--- src/rtl/acc_job_scheduler.sv ---
// Job scheduler for the FIR/matmul/sort accelerator: queues one-hot kernel
// requests, issues them on ap_start, tracks ap_done and the output stream.
module acc_job_scheduler #(
  parameter int unsigned QDEPTH   = 4,
  parameter int unsigned LEN_FIR  = 64,
  parameter int unsigned LEN_MAT  = 16,
  parameter int unsigned LEN_SORT = 10,
  parameter int unsigned TMO_W    = 16
) (
  input  logic                    clk,
  input  logic                    rst,
  input  logic                    req_valid,
  input  logic [2:0]              req_kernel,
  output logic                    req_ready,
  output logic                    req_illegal,
  output logic [2:0]              ap_start,
  input  logic                    ap_idle,
  input  logic [2:0]              ap_done,
  input  logic                    sm_tvalid,
  input  logic                    sm_tready,
  input  logic                    sm_tlast,
  output logic                    busy,
  output logic [$clog2(QDEPTH):0] q_count,
  output logic                    done_valid,
  output logic [2:0]              done_kernel,
  output logic [1:0]              done_status,
  output logic [7:0]              done_beats,
  output logic                    irq,
  input  logic                    irq_clr
);

  localparam int unsigned PW = $clog2(QDEPTH);
  localparam int unsigned CW = PW + 1;

  localparam logic [2:0] K_FIR  = 3'b001;
  localparam logic [2:0] K_MAT  = 3'b010;
  localparam logic [2:0] K_SORT = 3'b100;

  localparam logic [1:0] ST_OK    = 2'b00;
  localparam logic [1:0] ST_LEN   = 2'b01;
  localparam logic [1:0] ST_WRONG = 2'b10;
  localparam logic [1:0] ST_TMO   = 2'b11;

  typedef enum logic [1:0] {S_IDLE, S_START, S_RUN, S_DRAIN} state_t;

  state_t           state_q, state_n;
  logic [2:0]       mem [QDEPTH];
  logic [PW-1:0]    wr_ptr_q, wr_ptr_n, rd_ptr_q, rd_ptr_n;
  logic [CW-1:0]    count_q, count_n;
  logic [2:0]       cur_q, cur_n;
  logic [2:0]       ap_start_q, ap_start_n;
  logic [7:0]       beats_q, beats_n, beats_inc;
  logic [TMO_W-1:0] wdog_q, wdog_n, wdog_inc;
  logic [1:0]       status_q, status_n;
  logic             done_valid_q, done_valid_n;
  logic [2:0]       done_kernel_q, done_kernel_n;
  logic [1:0]       done_status_q, done_status_n;
  logic [7:0]       done_beats_q, done_beats_n;
  logic             irq_q, irq_n;
  logic             illegal_q, illegal_n;
  logic             onehot, full, push, pop, beat, tmo, finish;
  logic [2:0]       head;
  logic [7:0]       exp_len;

  assign onehot    = (req_kernel == K_FIR) || (req_kernel == K_MAT) || (req_kernel == K_SORT);
  assign full      = (count_q == CW'(QDEPTH));
  assign push      = req_valid && !full && onehot;
  assign head      = mem[rd_ptr_q];
  assign beat      = sm_tvalid && sm_tready;
  assign beats_inc = (&beats_q) ? beats_q : beats_q + 8'd1;
  assign wdog_inc  = wdog_q + TMO_W'(1);
  assign tmo       = &wdog_inc;

  always_comb begin
    exp_len = 8'd0;
    case (cur_q)
      K_FIR:   exp_len = 8'(LEN_FIR);
      K_MAT:   exp_len = 8'(LEN_MAT);
      K_SORT:  exp_len = 8'(LEN_SORT);
      default: exp_len = 8'd0;
    endcase
  end

  // Queue bookkeeping; a pop this cycle never frees a slot for this cycle's push.
  always_comb begin
    wr_ptr_n  = push ? wr_ptr_q + PW'(1) : wr_ptr_q;
    rd_ptr_n  = pop ? rd_ptr_q + PW'(1) : rd_ptr_q;
    count_n   = count_q;
    if (push && !pop)      count_n = count_q + CW'(1);
    else if (!push && pop) count_n = count_q - CW'(1);
    illegal_n = req_valid && !onehot;
  end

  always_comb begin
    state_n       = state_q;
    cur_n         = cur_q;
    ap_start_n    = ap_start_q;
    beats_n       = beats_q;
    wdog_n        = wdog_q;
    status_n      = status_q;
    done_valid_n  = 1'b0;
    done_kernel_n = done_kernel_q;
    done_status_n = done_status_q;
    done_beats_n  = done_beats_q;
    pop           = 1'b0;
    finish        = 1'b0;

    case (state_q)
      S_IDLE: begin
        if (count_q != '0 && ap_idle) begin
          pop        = 1'b1;
          ap_start_n = head;
          cur_n      = head;
          beats_n    = 8'd0;
          wdog_n     = '0;
          status_n   = ST_OK;
          state_n    = S_START;
        end
      end
      S_START: begin
        wdog_n = wdog_inc;
        if (!ap_idle) begin
          ap_start_n = 3'b000;
          state_n    = S_RUN;
        end
      end
      S_RUN: begin
        wdog_n = wdog_inc;
        if (beat) beats_n = beats_inc;
        if (ap_done != 3'b000 && ap_done != cur_q) status_n = ST_WRONG;
        if (beat && sm_tlast)        finish  = 1'b1;
        else if (ap_done != 3'b000)  state_n = S_DRAIN;
      end
      S_DRAIN: begin
        wdog_n = wdog_inc;
        if (beat) beats_n = beats_inc;
        if (beat && sm_tlast) finish = 1'b1;
      end
      default: state_n = S_IDLE;
    endcase

    // Watchdog abort outranks every other completion reason.
    if (state_q != S_IDLE && tmo) begin
      finish     = 1'b1;
      status_n   = ST_TMO;
      ap_start_n = 3'b000;
    end

    if (finish) begin
      if (status_n == ST_OK && beats_n != exp_len) status_n = ST_LEN;
      state_n       = S_IDLE;
      done_valid_n  = 1'b1;
      done_kernel_n = cur_q;
      done_status_n = status_n;
      done_beats_n  = beats_n;
    end

    irq_n = done_valid_n || (irq_q && !irq_clr);
  end

  always_ff @(posedge clk) begin
    if (push) mem[wr_ptr_q] <= req_kernel;
  end

  always_ff @(posedge clk or posedge rst) begin
    if (rst) begin
      state_q       <= S_IDLE;
      wr_ptr_q      <= '0;
      rd_ptr_q      <= '0;
      count_q       <= '0;
      cur_q         <= 3'b000;
      ap_start_q    <= 3'b000;
      beats_q       <= 8'd0;
      wdog_q        <= '0;
      status_q      <= ST_OK;
      done_valid_q  <= 1'b0;
      done_kernel_q <= 3'b000;
      done_status_q <= ST_OK;
      done_beats_q  <= 8'd0;
      irq_q         <= 1'b0;
      illegal_q     <= 1'b0;
    end else begin
      state_q       <= state_n;
      wr_ptr_q      <= wr_ptr_n;
      rd_ptr_q      <= rd_ptr_n;
      count_q       <= count_n;
      cur_q         <= cur_n;
      ap_start_q    <= ap_start_n;
      beats_q       <= beats_n;
      wdog_q        <= wdog_n;
      status_q      <= status_n;
      done_valid_q  <= done_valid_n;
      done_kernel_q <= done_kernel_n;
      done_status_q <= done_status_n;
      done_beats_q  <= done_beats_n;
      irq_q         <= irq_n;
      illegal_q     <= illegal_n;
    end
  end

  assign req_ready   = !full;
  assign req_illegal = illegal_q;
  assign ap_start    = ap_start_q;
  assign busy        = (state_q != S_IDLE);
  assign q_count     = count_q;
  assign done_valid  = done_valid_q;
  assign done_kernel = done_kernel_q;
  assign done_status = done_status_q;
  assign done_beats  = done_beats_q;
  assign irq         = irq_q;

endmodule

--- config.mk ---
export PLATFORM = sky130hd
export DESIGN_NAME = acc_job_scheduler
export DESIGN_NICKNAME = d
export VERILOG_FILES = /design/src/rtl/acc_job_scheduler.sv
export SDC_FILE = /design/constraint.sdc
export NUM_CORES = 1
export LEC_CHECK = 0
export CORE_MARGIN = 4
export CORE_UTILIZATION = 57
export CTS_CLUSTER_SIZE = 24
export DETAILED_ROUTE_END_ITERATION = 8
export PLACE_DENSITY_LB_ADDON = 0.1
export SLEW_MARGIN = 25
export SYNTH_ARGS = -nofsm -noshare
export SYNTH_HDL_FRONTEND = slang
export SYNTH_SLANG_ARGS = --single-unit
--- constraint.sdc ---
create_clock -name clk -period 2.9 [get_ports clk]
set_input_delay 0.58 -clock clk [delete_from_list [all_inputs] [get_ports clk]]
set_output_delay 0.58 -clock clk [all_outputs]
set_load 0.02 [all_outputs]
==> impl_metrics.ini <==
[clock_tree]
clkTransAtPathRegs_ps = 80
cts_hold_buf = 0
cts_buffers = 9
clockBufferDepth = 2
htreeDepth = 3
cts-root-buf = clkbuf_8
postCtsSetupBuffers = 0
tritoncts = done
clock_latency_ps = 350
cts.sinks = 69

[floorplan]
core_region_area_um2 = 6420
die_w_um = 89.6
io_pins = 38
start_util = 0.591
rows = 29
dieArea_um2 = 8030
fp.dieH_um = 89.6

[placement]
place_congestion = 0.836
dpl_cell_area_um2 = 4320
io_buffers = 37
dp.cells = 483
pre_cts_ws_ps = -149
place_hpwl_mm = 6.04

[timing]
period_share = 0.936
fin_crit_ps = 2710
drv_slew = 0
setup_viol = 0
hold_slack_ps = 492
hold_viol = 0
tightestPinTransition_ps = 634
fmax_mhz = 368
fin_ws_ps = 185
max-slew-margin-rel = 0.577
grt_setup_unrepaired = false
fin_setup_tns_ps = 0
finClkSkew_ps = 10.3

[routing]
firstDrtPassIters = 4
ant_nets = 0
first_iter_violations = 190
drcViolationCount = 0
wl_per_cell_um = 17.2
vias = 3042
vias_per_cell = 6.10
wirelength_mm = 8.57

[global_routing]
grt_pass1_vias = 2831
grt_overflow_total = 0
gr-usage-all-layers = 0.232
grt_pass1_wl_mm = 14.2
grt_max_degree = 36
antenna_found_initial = 0

[status]
status = finished, final reports clean

[layout]
diodes = 0
final_area_um2 = 4580
nNetsFinal = 444
fin_cells = 499
final_common_cell = dfrtp_1
most-common-layout-cells = dfrtp_1 (57), clkdlybuf4s50_1 (37), nand2_1 (34)
fillers = 475
area_delta_synth_final_pct = 20.7
drive_above_1_share = 0.164
utilization = 0.714

[worst_setup_path]
crit_fanout = 14
path_class = reg -> reg
cp-start-kind = flip-flop
critPathCaptureType = flip-flop
crit_arrival_ps = 2930
crit_required_ps = 3120

[run]
drv_cap = 0

[synth]
synth_top_area_cell = dfrtp_1
syn_area_um2 = 3800
synth_top_area_share = 0.376
syn_inst = 367
synth_nets = 394
synth_seq_cells = 69
yosys_warnings = 0
synth_async_sr_flop_share = 0.826
synth_top_flop_cell = dfrtp_1
synth.area.top_cells = dfrtp_1 (38%), edfxtp_1 (9.5%), ha_1 (4.0%), o21ai_0 (3.8%), mux2_2 (3.6%)
synth.distinct_cells = 69
synth_edf_count = 12
syn_avg_cell_area_um2 = 10.3
seq_area_frac_synth = 0.471

[power_and_ir_drop]
leakagePower_nw = 1.89
finalPower_mw = 4.18
p_per_area_nw_per_um2 = 913
irDropWorstVdd_mv = 0.572

[worst_hold_path]
min_path_type = reg -> reg
## flip-flops by register name (all words and copies together), names as in the netlist
signal,cells
wdog_q,16
mem,12
beats_q,8
done_beats,8
ap_start,3
cur_q,3
done_kernel,3
q_count,3
done_status,2
rd_ptr_q,2
state_q,2
status_q,2
wr_ptr_q,2
done_valid,1
irq,1
req_illegal,1
## Yosys cell counts (3+ instances only)
cell type  count
o31ai_1        7
a21oi_1       11
mux4_2         3
o21ai_0       29
xnor2_1       12
a32o_1         3
inv_1         25
dfrtp_1       57
a311oi_1       4
o211ai_1       7
buf_2          5
a31oi_1        8
and2_1         6
ha_1          12
mux2_2        12
and3_1         6
nor3_1         6
clkbuf_1       6
nor2_1        19
nand2_1       34
nor4_1         3
nand3_1       12
nand4_1        4
xor2_1         6
edfxtp_1      12
## kinds of logic after synthesis
family / Yosys count / share of synthesized area
simple gates: 114 / 0.159
xor+xnor: 18 / 0.0415
mux: 17 / 0.0587
buf+inv: 42 / 0.0527
compound gates: 94 / 0.173
fa+ha+maj: 13 / 0.0448
flops: 69 / 0.471
## metal layers
| metal | track usage | part of all wire | up-vias |
|---|---|---|---|
| li1 | - | - | 1443 |
| met1 | 0.335 | 0.47 | 1503 |
| met2 | 0.340 | 0.47 | 83 |
| met3 | 0.0602 | 0.049 | 13 |
| met4 | 0.0785 | 0.018 | 0 |
| met5 | 0 | 0 | - |
## final timing paths
path	startpoint	end	slack, ps	cells after the start
worst max-delay path	state_q[0]	done_status[0]	190	9
worst min-delay path	irq	irq	490	1
worst max register to register	state_q[0]	done_status[0]	190	9
worst min register to register	irq	irq	490	1
max in group asynchronous	rst	done_status[0]	1740	3
min in group asynchronous	rst	wr_ptr_q[1]	580	2
## worst max-delay path, cell delays in order, from the launching register on
cell	delay [ps]
dfrtp_1	400
inv_1	80
ha_1	300
o21ba_2	370
nor4_2	280
a311oi_1	140
a2111oi_2	390
o211ai_1	150
a221oi_1	350
a31oi_1	130
## repair_timing
| item | CTS | global route |
|---|---|---|
| pin swaps | 0 | 0 |
| endpoints found under the hold margin | 0 | 0 |
| setup endpoints to repair | 1 | 2 |
| resized for setup | 1 | 4 |
## cell type report
cell class                      count  area [um2]  area share
Multi-Input combinational cell    256        1830       0.400
Sequential cell                    69        1790       0.390
Timing Repair Buffer               56         538       0.117
Clock buffer                       11         153      0.0333
Tap cell                           77        96.3      0.0210
Inverter                           25        93.8      0.0205
Clock inverter                      5        81.3      0.0177
## where the power goes
group	internal, mW	switching [mW]	leakage (nW)	total, mW
logic	0.812	0.929	0.927	1.74
clock network	0.537	0.385	0.115	0.922
registers	1.22	0.296	0.852	1.52
Note: power is estimated with default switching activity, not from simulation.
